$ cat src/rtl/mm_loader.sv
// mm_loader: loads a dimension header and two matrices from a valid/ready stream,
// then serves the multiplier's combinational read port until it reports finish.
module mm_loader #(
    parameter int n      = 20,
    parameter int MAXDIM = 4
) (
    input  logic         clk,
    input  logic         reset,
    input  logic         in_valid,
    output logic         in_ready,
    input  logic [n-1:0] in_data,
    output logic         mm_reset,
    input  logic [n-1:0] i,
    input  logic [n-1:0] j,
    input  logic         index,
    output logic [n-1:0] read_data,
    input  logic         finish,
    output logic         done,
    output logic         err
);
    localparam int DW = $clog2(MAXDIM + 1);
    localparam int AW = (MAXDIM > 1) ? $clog2(MAXDIM) : 1;

    typedef enum logic [2:0] {LOAD_HDR, LOAD_M1, LOAD_M2, RUN, DONE, ERR} state_t;

    state_t        state, state_next;
    logic [DW-1:0] row1, col1row2, col2, r, c, rows, cols;
    logic [1:0]    hdr_cnt;
    logic          hdr_mode, xfer, hdr_ok, col_last, row_last, in_m1, in_m2;
    logic [AW-1:0] ia, ja;
    logic [n-1:0]  hdr_word, mat_word;
    logic [n-1:0]  m1 [MAXDIM][MAXDIM];
    logic [n-1:0]  m2 [MAXDIM][MAXDIM];

    assign in_ready = reset && (state == LOAD_HDR || state == LOAD_M1 || state == LOAD_M2);
    assign xfer     = in_valid && in_ready;
    assign hdr_ok   = in_data != '0 && in_data <= n'(MAXDIM);
    assign done     = state == DONE;
    assign err      = state == ERR;

    // M1 is row1 x col1row2, M2 is col1row2 x col2; the counters wrap at the active column count
    assign rows     = state == LOAD_M1 ? row1 : col1row2;
    assign cols     = state == LOAD_M1 ? col1row2 : col2;
    assign col_last = c == cols - DW'(1);
    assign row_last = r == rows - DW'(1);

    always_ff @(posedge clk) begin
        state <= !reset ? LOAD_HDR : state_next;
    end

    always_comb begin
        state_next = state;
        case (state)
            LOAD_HDR: if (xfer) state_next = !hdr_ok ? ERR : hdr_cnt == 2'd2 ? LOAD_M1 : LOAD_HDR;
            LOAD_M1:  if (xfer && col_last && row_last) state_next = LOAD_M2;
            LOAD_M2:  if (xfer && col_last && row_last) state_next = RUN;
            RUN:      if (finish) state_next = DONE;
            DONE:     state_next = LOAD_HDR;
            ERR:      state_next = ERR;
            default:  state_next = LOAD_HDR;
        endcase
    end

    always_ff @(posedge clk) begin
        if (!reset) begin
            row1     <= '0;
            col1row2 <= '0;
            col2     <= '0;
            hdr_cnt  <= '0;
            r        <= '0;
            c        <= '0;
            hdr_mode <= 1'b0;
            mm_reset <= 1'b1;
        end else begin
            mm_reset <= state_next != RUN;
            if (state == LOAD_HDR && xfer && hdr_ok) begin
                hdr_cnt <= hdr_cnt == 2'd2 ? 2'd0 : hdr_cnt + 2'd1;
                if (hdr_cnt == 2'd0) row1 <= in_data[DW-1:0];
                if (hdr_cnt == 2'd1) col1row2 <= in_data[DW-1:0];
                if (hdr_cnt == 2'd2) col2 <= in_data[DW-1:0];
            end
            if ((state == LOAD_M1 || state == LOAD_M2) && xfer) begin
                c <= col_last ? '0 : c + DW'(1);
                if (col_last) r <= row_last ? '0 : r + DW'(1);
            end
            // the multiplier fetches the three dimensions first; i=2 ends that phase
            hdr_mode <= (state_next == RUN && state != RUN) ? 1'b1 :
                        (state == RUN && i == n'(2)) ? 1'b0 : hdr_mode;
        end
    end

    always_ff @(posedge clk) begin
        if (xfer && state == LOAD_M1) m1[r[AW-1:0]][c[AW-1:0]] <= in_data;
        if (xfer && state == LOAD_M2) m2[r[AW-1:0]][c[AW-1:0]] <= in_data;
    end

    assign ia    = i[AW-1:0];
    assign ja    = j[AW-1:0];
    assign in_m1 = i < n'(row1) && j < n'(col1row2);
    assign in_m2 = i < n'(col1row2) && j < n'(col2);

    always_comb begin
        hdr_word  = i == n'(0) ? n'(row1) : i == n'(1) ? n'(col1row2) : i == n'(2) ? n'(col2) : '0;
        mat_word  = index ? (in_m2 ? m2[ia][ja] : '0) : (in_m1 ? m1[ia][ja] : '0);
        read_data = (!reset || state != RUN) ? '0 : hdr_mode ? hdr_word : mat_word;
    end
endmodule

$ cat config.mk
export PLATFORM = sky130hd
export DESIGN_NAME = mm_loader
export DESIGN_NICKNAME = d
export VERILOG_FILES = /design/src/rtl/mm_loader.sv
export SDC_FILE = /design/constraint.sdc
export NUM_CORES = 1
export LEC_CHECK = 0
export BUFFER_PORTS_ARGS = -buffer_cell sky130_fd_sc_hd__clkbuf_2
export CAP_MARGIN = 5
export CORE_MARGIN = 5
export CORE_UTILIZATION = 35
export DETAILED_ROUTE_END_ITERATION = 8
export SLEW_MARGIN = 25
export SYNTH_ARGS = -nofsm -noshare
export SYNTH_HDL_FRONTEND = slang
export SYNTH_SLANG_ARGS = --single-unit
$ cat constraint.sdc
create_clock -name clk -period 5.08 [get_ports clk]
set_input_delay 1.016 -clock clk [delete_from_list [all_inputs] [get_ports clk]]
set_output_delay 1.016 -clock clk [all_outputs]
set_load 0.01 [all_outputs]
# Yosys cells after proc, flatten, opt, wreduce, memory -nomap -nowiden
# Memory sizes are Yosys's and may differ from the RTL's.
# Index checks and enable logic that the tools add are counted.
word_totals:
  ff_bits: 22
  mem_bits_rw: 640
  input_bits: 65
  out_inout_bits: 24
  elab_cells: 103
  n_memories: 2
mem_list:
  columns: ["name", "depth", "word_bits", "rd", "rd_ports_with_merged_regs", "write_ports", "line_no", "rtl"]
  rows:
  - ["m1", 4, 80, 1, 0, 1, "32", "logic [n-1:0] m1 [MAXDIM][MAXDIM];"]
  - ["m2", 4, 80, 1, 0, 1, "33", "logic [n-1:0] m2 [MAXDIM][MAXDIM];"]
classes:
  addsub: 5
  magnitude_cmp: 8
  eq_ne: 14
  n_mux: 34
  n_bitwise: 2
  reduce_logical: 29
ops:
  columns: ["op", "count"]
  rows:
  - ["$mux 20", 10]
  - ["$mux 80", 2]
  - ["$bmux 20 s2", 2]
  - ["$lt 20x3->1", 4]
  - ["$demux 20 s2", 1]
  - ["$mux 3", 12]
  - ["$eq 20x1->1 const B", 1]
  - ["$eq 20x2->1 const B", 1]
  - ["$le 20x3->1 const B", 1]
  - ["$logic_not 20->1", 1]
  - ["$reduce_bool 20->1", 1]
  - ["$logic_and 1x1->1", 15]
  - ["$pmux 3 s5", 1]
  - ["$eq 3x2->1 const B", 3]
  - ["$reduce_and 2->1", 4]
  - ["$add 3x1->3 const B", 2]
  - ["$eq 3x3->1", 2]
  - ["$eq 3x3->1 const B", 2]
  - ["$ge 3x3->1 const B", 2]
  - ["$ne 3x2->1 const B", 2]
  - ["$not 2->3", 2]
  - ["$sub 3x1->3 const B", 2]
  - ["$mux 1", 5]
  - ["$logic_or 1x1->1", 4]
  - ["other kinds (10)", 10]

# Logic depth before layout (Yosys ltp)
# Gate-level depths: netlist of the first run.
logic_depth:
  ltp_word: 12
  depth_mapped: 12
  depth_no_buf: 9

# Worst setup path before layout of the first run
# No wires, ideal clock.
synth_path:
  kind: "input port to output port"
  from: "input port i[0]"
  to: "output port read_data[10]"
  arrival_ps: 2972
  t_required_ps: 4064
  setup_slack_ps: 1092
  stages: 7
  cell_sequence: "buf_2 clkbuf_1 mux4_2 mux4_2 inv_1 o22ai_1 and2_1"
synth_via:
  elab_chain_cells: 8
  elab_cells_between_ends: 17
  cone_classes: "order compare (2); mux (11); reduce/logical (2); memory (2)"
synth_rtl:
  columns: ["item", "line_no", "rtl"]
  rows:
  - ["from (decl)", "13", "input logic [n-1:0] i,"]
  - ["parallel branches: the longest is 5 deep, another holds $lt 20x3->1", null, null]
  - ["$mux 20 (*)", "104", "mat_word = index ? (in_m2 ? m2[ia][ja] : '0) : (in_m1 ? m1[ia][ja] : '0);"]
  - ["$mux 20 (*) (2 in series)", "105", "read_data = (!reset || state != RUN) ? '0 : hdr_mode ? hdr_word : mat_word;"]
  - ["to (decl)", "16", "output logic [n-1:0] read_data,"]
# Mark *: on every way between the ends. The select of a mux whose other input is x is not followed.

# Worst setup path after layout of the first run
layout_path:
  from: "input port i[0]"
  to: "output port read_data[13]"
# The elaborated chain is that of the path after synthesis.

==> results of run 1 <==
==> sequential cells by signal (all words and copies together) (netlist names) <==
signal    flops
hdr_cnt       2
state         3
hdr_mode      1
mm_reset      1
r             3
m2          320
c             3
col1row2      3
m1          320
col2          3
row1          3
==> power groups by stage <==
stage	combinational, W	clock [W]	sequential [W]
4_1_cts	0.000497	0.00490	0.00599
2_1_floorplan	0.000288	0	0.00611
5_1_grt	0.000529	0.00514	0.00599
3_5_place_dp	0.000496	0	0.00611
3_3_place_gp	0.000485	0	0.00611
6_report	0.000489	0.00480	0.00599
==> how the worst max path moves through the flow <==
stage / endpoint / cells past startpoint
floorplan: read_data[10] / 7
detailed placement: read_data[13] / 8
global route: read_data[16] / 8
CTS: read_data[13] / 8
finish: read_data[13] / 8
global placement: read_data[7] / 8
==> worst register-to-register path, delay by kind of cell, from the launching register on <==
family | cells | cell delay (ns)
compound gates | 2 | 0.78
fa+ha+maj | 1 | 0.20
simple gates | 2 | 0.58
mux | 1 | 0.28
flops | 1 | 0.48
xor+xnor | 2 | 0.28
buf+inv | 1 | 0.21
==> cell families (layout without fill, tap and decap cells) <==
kind of cell             Yosys count  count (layout)  synth area share
XOR/XNOR                           7               7          0.002328
buffers and inverters            117             315           0.01905
adder cells (fa/ha/maj)           18              18          0.008551
flip-flops                       662             662            0.7464
multiplexers                     210             210            0.1720
AO/OA/AOI/OAI                     69              69           0.01677
AND/OR/NAND/NOR                  158             158           0.03492
other                              0               1                 0
==> final cells by class <==
cell class / instances / area (sq um) / share of cell area
clock inverters: 33 / 362.8 / 0.01195
flip-flops and latches: 662 / 19660 / 0.6474
clock buffers: 85 / 1775 / 0.05847
multi-input cells: 462 / 6188 / 0.2038
repair buffers: 144 / 967.2 / 0.03185
inverters: 53 / 198.9 / 0.006551
diodes: 1 / 2.502 / 0.00008241
well taps: 969 / 1212 / 0.03993
==> placed cells by master, fill, tap and decap left out, types with 20 or more instances in the layout <==
| cell type | n |
|---|---|
| and3_1 | 28 |
| buf_4 | 50 |
| clkbuf_16 | 68 |
| clkbuf_2 | 85 |
| dfxtp_1 | 22 |
| edfxtp_1 | 640 |
| inv_1 | 53 |
| mux4_2 | 194 |
| nand2_1 | 20 |
| nor2_1 | 24 |
==> stage by stage <==
stage / total power [W] / cells / worst slack, ns / util
after floorplan: 0.006394 / 1241 / 1.092 / -
after global placement: 0.006593 / 2290 / 0.5086 / 0.3785
after detailed placement: 0.006605 / 2290 / 0.4835 / 0.3785
after CTS: 0.01139 / 2408 / 0.4815 / 0.4072
after global routing: 0.01165 / 2408 / 0.3978 / 0.4072
final: 0.01129 / 2409 / 0.5344 / 0.4072
==> per-layer routing <==
metal,part of all wire,GRT usage
met5,0,0
met2,0.51,0.2509
met4,0.019,0.04185
met1,0.42,0.2049
met3,0.052,0.02260
==> results.md, run 1 <==
- The flow ran to the end, and the final reports show no timing, DRC or antenna violations.
- The worst setup path is captured at an output pin.
- Setup repair after global routing left no endpoint under its margin.
- The number of global-route vias before repair was 13,160.
- The count of final setup violators is 0.
- The worst-margin pin slew is 0.8695 ns.
- The clock group share of total power is 0.426.
- The maximum number of pins on one net before global-route repair is 52.
- The total leakage power is 9.865 nW.
- The area added between synthesis and finish is 15.30%.
- Tracing the worst setup path back leads to its startpoint at i[0].
- The number of endpoints with negative hold slack in the final report is 0.
- The final max-slew violation count is 0.
- The internal power is 0.008995 W.
- The final routed wire length divided by cell count is 25.26 um.
- By area the synthesized netlist is led by edfxtp_1, mux4_2, dfxtp_1, ha_1, and3_1.
- The first detailed-routing pass took 5 iterations.
- The TritonCTS clock tree is done.
- The number of rows in the core area is 100.
- The total DRC errors in the routed layout is 0.
- Dividing the detail-routed via count by the number of cells gives 5.269.
- The number of nets in the synthesized netlist is 1,324.
- In this run, the number of DRC markers left after iteration 0 of detailed routing was 1,259.
- The terminating pin of the worst hold path is hdr_cnt[1].
- The boundary pin count is 89.
- During synthesis, Yosys emitted a total of 0 warnings.
- The family of cells with the greatest summed delay on the critical path is buffers and inverters.
- The overall die width is 284.3 um.
- The worst register-to-register path ends at state[0].
- Buffers placed on the I/O ports in this run total 88.
- The worst ir drop on vdd is 0.2218 mV.
- The number of antenna violations at the first check in global routing is 1.
- The share of flip-flops with an asynchronous set or reset is 0.
- The type of the tightest min-delay check is reg -> reg.
- The maximum level of the CTS H-tree is 3.
- The detail route stage leaves a number of antenna-violating nets equal to 0.
- The die area is 0.08084 sq mm.
- The number of buffers and inverters on the critical path is 4.
- The die is 284.3 um tall.
- The total clock buffers created by CTS is 66.
- Wires add up to 60,840 um.
- Once placement finished, the instance area stood at 0.02823 sq mm.
- Summed over all nets, the switching power comes to 0.002291 W.
- The commonest cells after synthesis are edfxtp_1, mux4_2, inv_1.
- The number of resized instances in the post-cts repair step is 0.
- The average cell area after synthesis is 21.22 sq um.
- Synthesis handed over a netlist of 1,241 instances.
- On the worst path, the slowest cell contributes a delay of 0.57 ns.
- The max capacitance violation total is 0.
- After synthesis the cells add up to 0.02634 sq mm.
- In this run the worst path has a maximum fanout of 51.
- The HPWL after detailed placement is 34,780 um.
- In this run the power density over the cells is 371.7 mW/mm^2.
- The finished cells cover 0.03037 sq mm.
- Hold timing on the final database bottoms out at a slack of 0.4879 ns.
- The count of cells along the worst hold path is 2.
- The worst-skew pair later-pin latency is 0.60 ns.
- Of the total power, the share spent switching nets is 0.2030.
- The via count is 12,690.
- The most frequent cell on the critical path is mux4_2.
- Buffers inserted to repair hold after CTS numbered 0.
- Setup slack on the worst reg-to-reg path comes out at 2.16 ns.
- The post-CTS setup buffer count is 0.
- Data on the critical path arrives at its endpoint at 3.53 ns.
- Among all stages on the critical path, the largest delay is contributed by mux4_2.
- For this run, the post-layout net count is 1,472.
- The startpoint identified for the worst register-to-register timing path is state[0].
- The critical path in this run is classified as in -> out.
- The portion of total power attributed to combinational logic is 0.043.
- STA classifies the critical path startpoint as an input port.
- The depth of the worst register-to-register path is 9.
- The sequential-to-total area share from yosys stat is 0.7464.
- CTS saw 662 sinks.
- The total grt overflow is 0.
- The worst hold path begins at hdr_cnt[1].
- The clock passes through at most 3 buffers.
- After routing, the total negative slack on setup checks comes to 0 ns.
- For this configuration, the core starts out at a cell density of 0.3532.
- The distinct cell type count of the synthesized netlist is 49.
- For the worst setup path, the data required time is 4.06 ns.
- The critical path goes through buf_8, buf_4, mux4_2, mux4_2, inv_1, o22ai_1, and2_1, clkbuf_2.
- The worst relative slew slack is 0.4182.
- The fmax is 220.0 MHz.
- The portion of synthesized cell area occupied by the leading cell type is 0.7297.
- The filler cell count is 6,512.
- Among all flip-flop cells after synthesis, the most frequent one is edfxtp_1.
- The flop and latch count out of synthesis is 662.
- Clock-pin slew was measured on the worst setup and hold paths at 0.06 ns.
- The first global-routing pass estimated 90,140 um of wire.
- Yosys mapped a number of flops with a built-in enable equal to 640.
- Summed over all instances, the cell type with the most area after synthesis is edfxtp_1.
- The total core area is 0.07457 sq mm.
- The fraction of the cycle the final worst path needs is 0.8948.
- Across every metal layer, demand over resource in global routing totals 0.1495.
- The post-layout minimum cycle time is 4.546 ns.
- The routability congestion estimate is 0.8211.
- The share of total power dissipated in sequential elements is 0.531.
- The most instantiated library cell after synthesis is edfxtp_1.
- Across the routed clock network, the largest skew measured is 0.02477 ns.
- The cell chosen for the clock root is clkbuf_16.
- In the final layout, the share of cells above drive strength 1 is 0.3099.
(Power assumes the default switching activity.)
==> inputs of run 2 (changes only) <==
- ABC_AREA: unset -> 1
==> results.md, run 2 <==
- Ranked by instance count, the synthesized netlist is headed by edfxtp_1, nand2_1, nor2_1.
- After global routing the overflow that remains totals 0.
- The violation count after the first detailed-routing iteration is 1,737.
- The most common cell in the synthesized netlist is edfxtp_1.
- Setup violations remaining at the end of the flow were counted as 0.
- Power spread over the standard cell area amounts to 366.5 mW/mm^2.
- The critical-path maximum fanout is 64.
- The multi-input combinational cells in the finished layout cover a total of 0.006973 sq mm.
- The floorplan step defined a die boundary enclosing 0.08381 sq mm.
- The depth of the worst register-to-register path is 8.
- The number of different library cells used by synthesis comes to 45.
- The launching point of the worst reg2reg path is state[0].
- Measured against its own limit, the worst slew margin works out to 0.3334.
- The count of cells along the worst hold path is 2.
- The wire length of the first global-routing pass is 111,600 um.
- The switching power is 0.002515 W.
- After detailed routing, the number of vias per cell comes to 5.236.
- The number of endpoints with negative hold slack in the final report is 0.
- The fmax is 233.8 MHz.
- From synthesis to final layout, the design area changed by 14.61%.
- Traced cell by cell, the critical path runs through buf_6, inv_6, nand2_4, buf_12, or2_2, o2111ai_1, nand2_1, o21ai_1, nor2_1, nor2_1, nor2_1, clkbuf_2.
- The sequential power share is 0.522.
- The all-layer global routing usage is 0.1751.
- STA classifies the critical path endpoint as an output pin.
- The terminating pin of the worst hold path is hdr_cnt[0].
- Sorting the synthesized cells by area gives the leading types as edfxtp_1, nand2_1, nand3_1, nor2_1, o2111ai_1.
- For this run, the slowest stage of the critical path takes 0.36 ns.
- After floorplanning, the core was divided into 102 placement rows.
- The max capacitance violation total is 0.
- The number of global-route vias before repair is 17,940.
- The final worst slack is 0.8020 ns.
- The number of buffer cells added on primary ports is 88.
- For this design, the slowest cell found on the critical path is o21ai_1.
- The maximum clock skew at final layout is 0.01861 ns.
- The dominant synthesized flop cell is edfxtp_1.
- The portion of total power attributed to combinational logic is 0.056.
- The worst-margin pin slew is 0.9999 ns.
- The post-CTS setup buffer count is 0.
- In this design, the critical path's most frequently occurring cell is nor2_1.
- The post-route cell area is 0.03134 sq mm.
- The maximum buffer depth of the clock tree is 3.
- The clock-pin slew of the registers on the worst-case setup and hold paths is 0.06 ns.
- The total clock buffers created by CTS is 67.
- The commonest non-fill, non-tap cell in the layout is edfxtp_1.
- The final total negative setup slack is 0 ns.
- The share of cells above drive strength 1 is 0.1503.
- The worst setup path is of the in -> out kind.
- The average cell area after synthesis is 12.10 sq um.
- Of the available clock period, the critical path in the final layout requires 0.8421.
- Of the total power, the clock network draws 0.422.
- Internal power comes to 0.008971 W.
- The number of enable-type register cells in the synthesized netlist is 640.
- The boundary pin count is 89.
- The critical path startpoint is i[0].
- The net count of the finished layout is 2,442.
- For this run, the share of the core covered by cells in the final layout is 0.4045.
- CTS placed an instance of clkbuf_16 at the clock tree root.
- In this run the critical register-to-register path is captured at m1[0][54].
- After filler insertion, the fill cell instance count of the layout stands at 7,179.
- The final routed wire length divided by cell count is 21.53 um.
- The initial utilization of the core area, before any placement, comes to 0.3530.
- The cell taking the most area after synthesis is edfxtp_1.
- The type of element launching the critical path is an input port.
- The first TritonRoute pass finished after 5 iterations.
- The pre-CTS setup slack is 0.8186 ns.
- The post-synth net total is 2,342.
- The final layout contains routed wiring with a total length of 74,260 um.
- Leaving out fill and tap cells, the most frequent cells in the layout are edfxtp_1, nand2_1, nor2_1.
- Setup slack on the worst reg-to-reg path comes out at 2.44 ns.
- At the worst endpoint, the required time is 4.06 ns.
- The H-tree was split into 3 levels.
- The HPWL after detailed placement is 40,930 um.
- The count of hold-fix buffers inserted at cts is 0.
- The worst-skew pair later-pin latency is 0.60 ns.
- The startpoint of the lowest-slack hold path is hdr_cnt[0].
- The number of antenna violations at the first check in global routing is 2.
- The total clock sinks is 662.
- Entering global routing, the biggest net connects 161 pins.
- Synthesis produced 2,259 cells.
- For this run, design rule violations remaining after detail routing come to 0.
- The flop and latch count out of synthesis is 662.
- Summing all placed instances gives a cell area of 0.02920 sq mm.
- The flow ran to the end, and the final reports show no timing, DRC or antenna violations.
- The tightest min-delay check is of the reg -> reg type.
- At the worst endpoint, the arrival time is 3.26 ns.
- The final max-slew violation count is 0.
- The total core area is 0.07747 sq mm.
- Of the total power, the share spent switching nets is 0.2190.
- Of the post-synthesis cell area, the dominant cell type holds 0.7029.
- Summed over all cells, the static leakage comes to 10.75 nW.
- The die is 289.5 um tall.
- The via count is 18,060.
- The worst ir drop on vdd is 0.1905 mV.
- The count of yosys warnings during synthesis is 0.
- After clock tree synthesis, the repair step resized 0 gates.
- The sequential-to-total area share from yosys stat is 0.7190.
- Once detail routing completed, the nets flagged for antenna violations numbered 0.
- The overall die width is 289.5 um.
- The routability congestion estimate is 0.8422.
- Registers take 0.01966 sq mm.
- Setup repair after global routing left no endpoint under its margin.
- The share of flip-flops with an asynchronous set or reset is 0.
- The worst path in the final design needs a cycle of 4.278 ns, including I/O delays and setup.
- The synthesized netlist occupies a cell area of 0.02734 sq mm.
- The TritonCTS clock tree is done.
## run 2: cell types whose count changed in the layout (fill, tap and decap cells not counted), sizes merged, moves of 9 or more
| cell | delta |
|---|---|
| nand2 | +502 |
| nor2 | +261 |
| nand3 | +224 |
| mux4 | -194 |
| o21ai | +101 |
| o2111ai | +75 |
| or2 | +74 |
| and3 | -35 |
| o211ai | +34 |
| o22ai | -18 |
| and2 | -17 |
| mux2i | -16 |
| a21oi | +11 |
| buf | +9 |
## run 2: metrics by stage
stage               total power [W]  hold slack, ns  cells
floorplan                  0.006475          0.4584   2259
global placement           0.006741          0.4685   3330
detailed placement         0.006752          0.4807   3330
CTS                         0.01156          0.4905   3448
global route                0.01186          0.5323   3448
finish                      0.01149          0.4905   3450
## run 2: cell families after synthesis
group           after synthesis  share of synthesized area
flops                       662                     0.7190
xor+xnor                      8                   0.002563
buf+inv                     176                    0.02942
simple gates               1138                     0.1788
fa+ha+maj                    18                   0.008237
compound gates              257                    0.06201
## run 2: critical path, delay by kind of cell
family	cells	cell delay (ns)
simple gates	6	0.92
compound gates	2	0.45
buf+inv	4	0.85
## run 2: area by class of cell
class                   count  area share
diodes                      2   0.0001597
clock buffers              83     0.05678
clock inverters            35     0.01122
inverters                  54    0.006788
multi-input cells        1421      0.2225
flip-flops and latches    662      0.6273
well taps                1040     0.04152
repair buffers            153     0.03370
## run 2: routing by layer
metal / GRT usage / part of all wire / up-vias
li1: - / - / 8291
met1: 0.2481 / 0.43 / 8930
met2: 0.2848 / 0.47 / 733
met3: 0.02949 / 0.075 / 110
met4: 0.04157 / 0.021 / 0
met5: 0 / 0 / -
## run 2: power groups by stage
stage          clock, W  sequential, W  combinational (W)
6_report        0.00485        0.00599           0.000643
5_1_grt         0.00516        0.00599           0.000707
4_1_cts         0.00493        0.00599           0.000644
3_5_place_dp          0        0.00611           0.000643
3_3_place_gp          0        0.00611           0.000632
2_1_floorplan         0        0.00611           0.000368
## run 2: worst max path at each step
stage / end
after floorplan: read_data[7]
after global placement: read_data[15]
after detailed placement: read_data[15]
after CTS: read_data[15]
after global routing: read_data[17]
final: read_data[15]
==> inputs of run 3 (changes only) <==
- ABC_AREA: 1 -> 0
- clock period: 5.08 -> 4 ns (I/O delays scaled with it)
==> results.md, run 3 (synthesis results as in run 1) <==
- The run finished with clean final reports.
- The TritonCTS clock tree is done.
- The internal reg-to-reg setup slack is 1.01 ns.
- After filler insertion, the fill cell instance count of the layout stands at 6,565.
- The path with the worst hold slack has its endpoint at m1[3][72].
- The critical-path maximum fanout is 20.
- The fraction of the cycle the final worst path needs is 0.9831.
- The via count is 12,830.
- The type of the tightest min-delay check is in -> reg.
- The final total negative setup slack is 0 ns.
- The share of cells above drive strength 1 is 0.3150.
- The area added between synthesis and finish is 15.89%.
- The clock tree synthesis step divided the H-tree into 2 levels.
- Static timing analysis puts the maximum clock frequency at 254.3 MHz.
- In this run the power density over the cells is 461.0 mW/mm^2.
- Clock latency on the worst-skew pair, taken at its later pin, is 0.62 ns.
- In this run the most critical hold path is launched from in_data[12].
- Including well taps, the total number of placed cells is 2,312.
- The congestion estimate from routability-driven global placement came to 0.8031.
- The die span in y is 284.3 um.
- The critical path startpoint is i[16].
- The worst setup path is of the in -> out kind.
- Across the routed clock network, the largest skew measured is 0.01958 ns.
- The critical path capture point type is an output pin.
- The floorplan has 100 rows.
- In this run the critical register-to-register path is captured at state[0].
- The type of element launching the critical path is an input port.
- With fillers left out, the area of the finished cells amounts to 0.03052 sq mm.
- The worst path in the final design needs a cycle of 3.932 ns, including I/O delays and setup.
- The wire length of the first global-routing pass is 90,390 um.
- For the pin with the worst max-slew slack, the measured transition is 0.7435 ns.
- The number of endpoints with negative hold slack in the final report came to 0.
- The HPWL after detailed placement is 36,170 um.
- The max capacitance violation total is 0.
- Setup repair after global routing left no endpoint under its margin.
- The number of global-route vias before repair is 13,310.
- The arrival time at the worst endpoint is 3.13 ns.
- Across the VDD grid, the largest voltage drop is 0.3432 mV.
- In the routed layout, each cell is associated on average with a via count of 5.290.
- The total clock sinks is 662.
- For this run, the total global-route usage over all layers was measured as 0.1493.
- The worst relative slew slack is 0.5044.
- The number of antenna violations at the first check in global routing was 1.
- In this run the clock root is driven by a clkbuf_16.
- The final max-slew violation count came to 0.
- Entering global routing, the biggest net connects 59 pins.
- The total core area is 0.07457 sq mm.
- The clock-pin slew of the registers on the worst-case setup and hold paths is 0.06 ns.
- Dividing the detail-routed wire length by the instance count gives 25.33 um.
- Port buffering added 88 buffers.
- After the first detailed-routing iteration, the DRC count stood at 972.
- The total grt overflow is 0.
- 0 antenna diodes ended up in the layout.
- The startpoint identified for the worst register-to-register timing path is state[0].
- Counting instances, the worst hold path has a depth of 1.
- The commonest non-fill, non-tap cell in the layout is edfxtp_1.
- Pin placement for this block handled 89 I/O pins.
- The count of final setup violators is 0.
- The post-CTS setup buffer count is 0.
- The first-pass iteration count of the detailed router is 5.
- Summed over all cells, the static leakage comes to 9.970 nW.
- The overall die width is 284.3 um.
- No sink is reached through more buffers than the 3 on the longest clock path.
- For this run, design rule violations remaining after detail routing come to 0.
- The net count reported at finish is 1,489.
- The number of non-filler instances in the completed layout is 2,426.
- The final layout contains routed wiring with a total length of 61,460 um.
- The die covers 0.08084 sq mm.
- The count of nets left with antenna violations once routing finished came out at 0.
- The top cell types in the final layout, fill and taps aside, are edfxtp_1, mux4_2, clkbuf_2.
- For the worst setup path, the data required time is 3.20 ns.
- The total clock buffers created by CTS is 61.
- Summing all placed instances gives a cell area of 0.02852 sq mm.
- The effective utilization at floorplan is 0.3532.
- For the worst flop-to-flop path, the logic depth is 9.
[run 3: cell count changes in the layout (fill, tap and decap cells not counted), moves of 64 or more]
cell,before,now
o2111ai_1,75,0
o21ai_0,72,8
mux4_2,0,194
nor2_1,245,24
nand2_1,515,20
nand3_1,228,8
[run 3: repair_timing]
item,in CTS,in global routing
hold buffers,0,0
setup endpoints to repair,0,1
gates resized for setup,0,1
endpoints found under the hold margin,0,0
[run 3: power breakdown]
| group | switching [W] | total, W | internal, W |
|---|---|---|---|
| clock | 0.00251 | 0.00580 | 0.00328 |
| sequential | 0.00000709 | 0.00761 | 0.00760 |
| combinational | 0.000372 | 0.000666 | 0.000294 |
| total | 0.00289 | 0.0141 | 0.0112 |
[run 3: worst max-delay path: stages]
cell and delay (ns):
clkbuf_2 0.08, or4_4 0.52, nor3_2 0.14, nand4_2 0.14
buf_4 0.19, or3_1 0.41, buf_12 0.20, a31oi_1 0.30
o311a_1 0.21, clkbuf_2 0.13
[run 3: layout make-up]
cell class,count,area (sq um),area share
Tap cell,969,1212,0.03972
Inverter,53,198.9,0.006518
Clock buffer,69,1578,0.05169
Timing Repair Buffer,166,1270,0.04161
Multi-Input combinational cell,462,6186,0.2027
Sequential cell,662,19660,0.6441
Clock inverter,45,419.2,0.01373
[run 3: worst max-delay path by stage]
stage	slack (ns)	end	cells after the start
after floorplan	0.44	read_data[10]	7
after global placement	0.10	read_data[1]	10
after detailed placement	0.04	read_data[2]	10
after CTS	0.04	read_data[2]	10
after global routing	0.01	read_data[1]	10
final	0.07	read_data[1]	10
[run 3: per-layer routing]
| metal | global-route usage | wire length (um) | up-vias |
|---|---|---|---|
| met5 | 0 | 0 | - |
| met4 | 0.04454 | 1540 | 0 |
| met3 | 0.01907 | 2562 | 85 |
| met2 | 0.2514 | 30750 | 298 |
| met1 | 0.2052 | 26610 | 6941 |
| li1 | - | - | 5509 |
[run 3: per-stage QoR]
| stage | util | hold slack [ns] | power [W] | setup WS (ns) |
|---|---|---|---|---|
| after floorplan | - | 0.4543 | 0.008120 | 0.4436 |
| final | 0.4093 | 0.4661 | 0.01407 | 0.06766 |
| after global placement | 0.3825 | 0.4642 | 0.008425 | 0.1005 |
| after global routing | 0.4093 | 0.4576 | 0.01452 | 0.009727 |
| after detailed placement | 0.3825 | 0.4972 | 0.008435 | 0.03501 |
| after CTS | 0.4092 | 0.4359 | 0.01420 | 0.03861 |
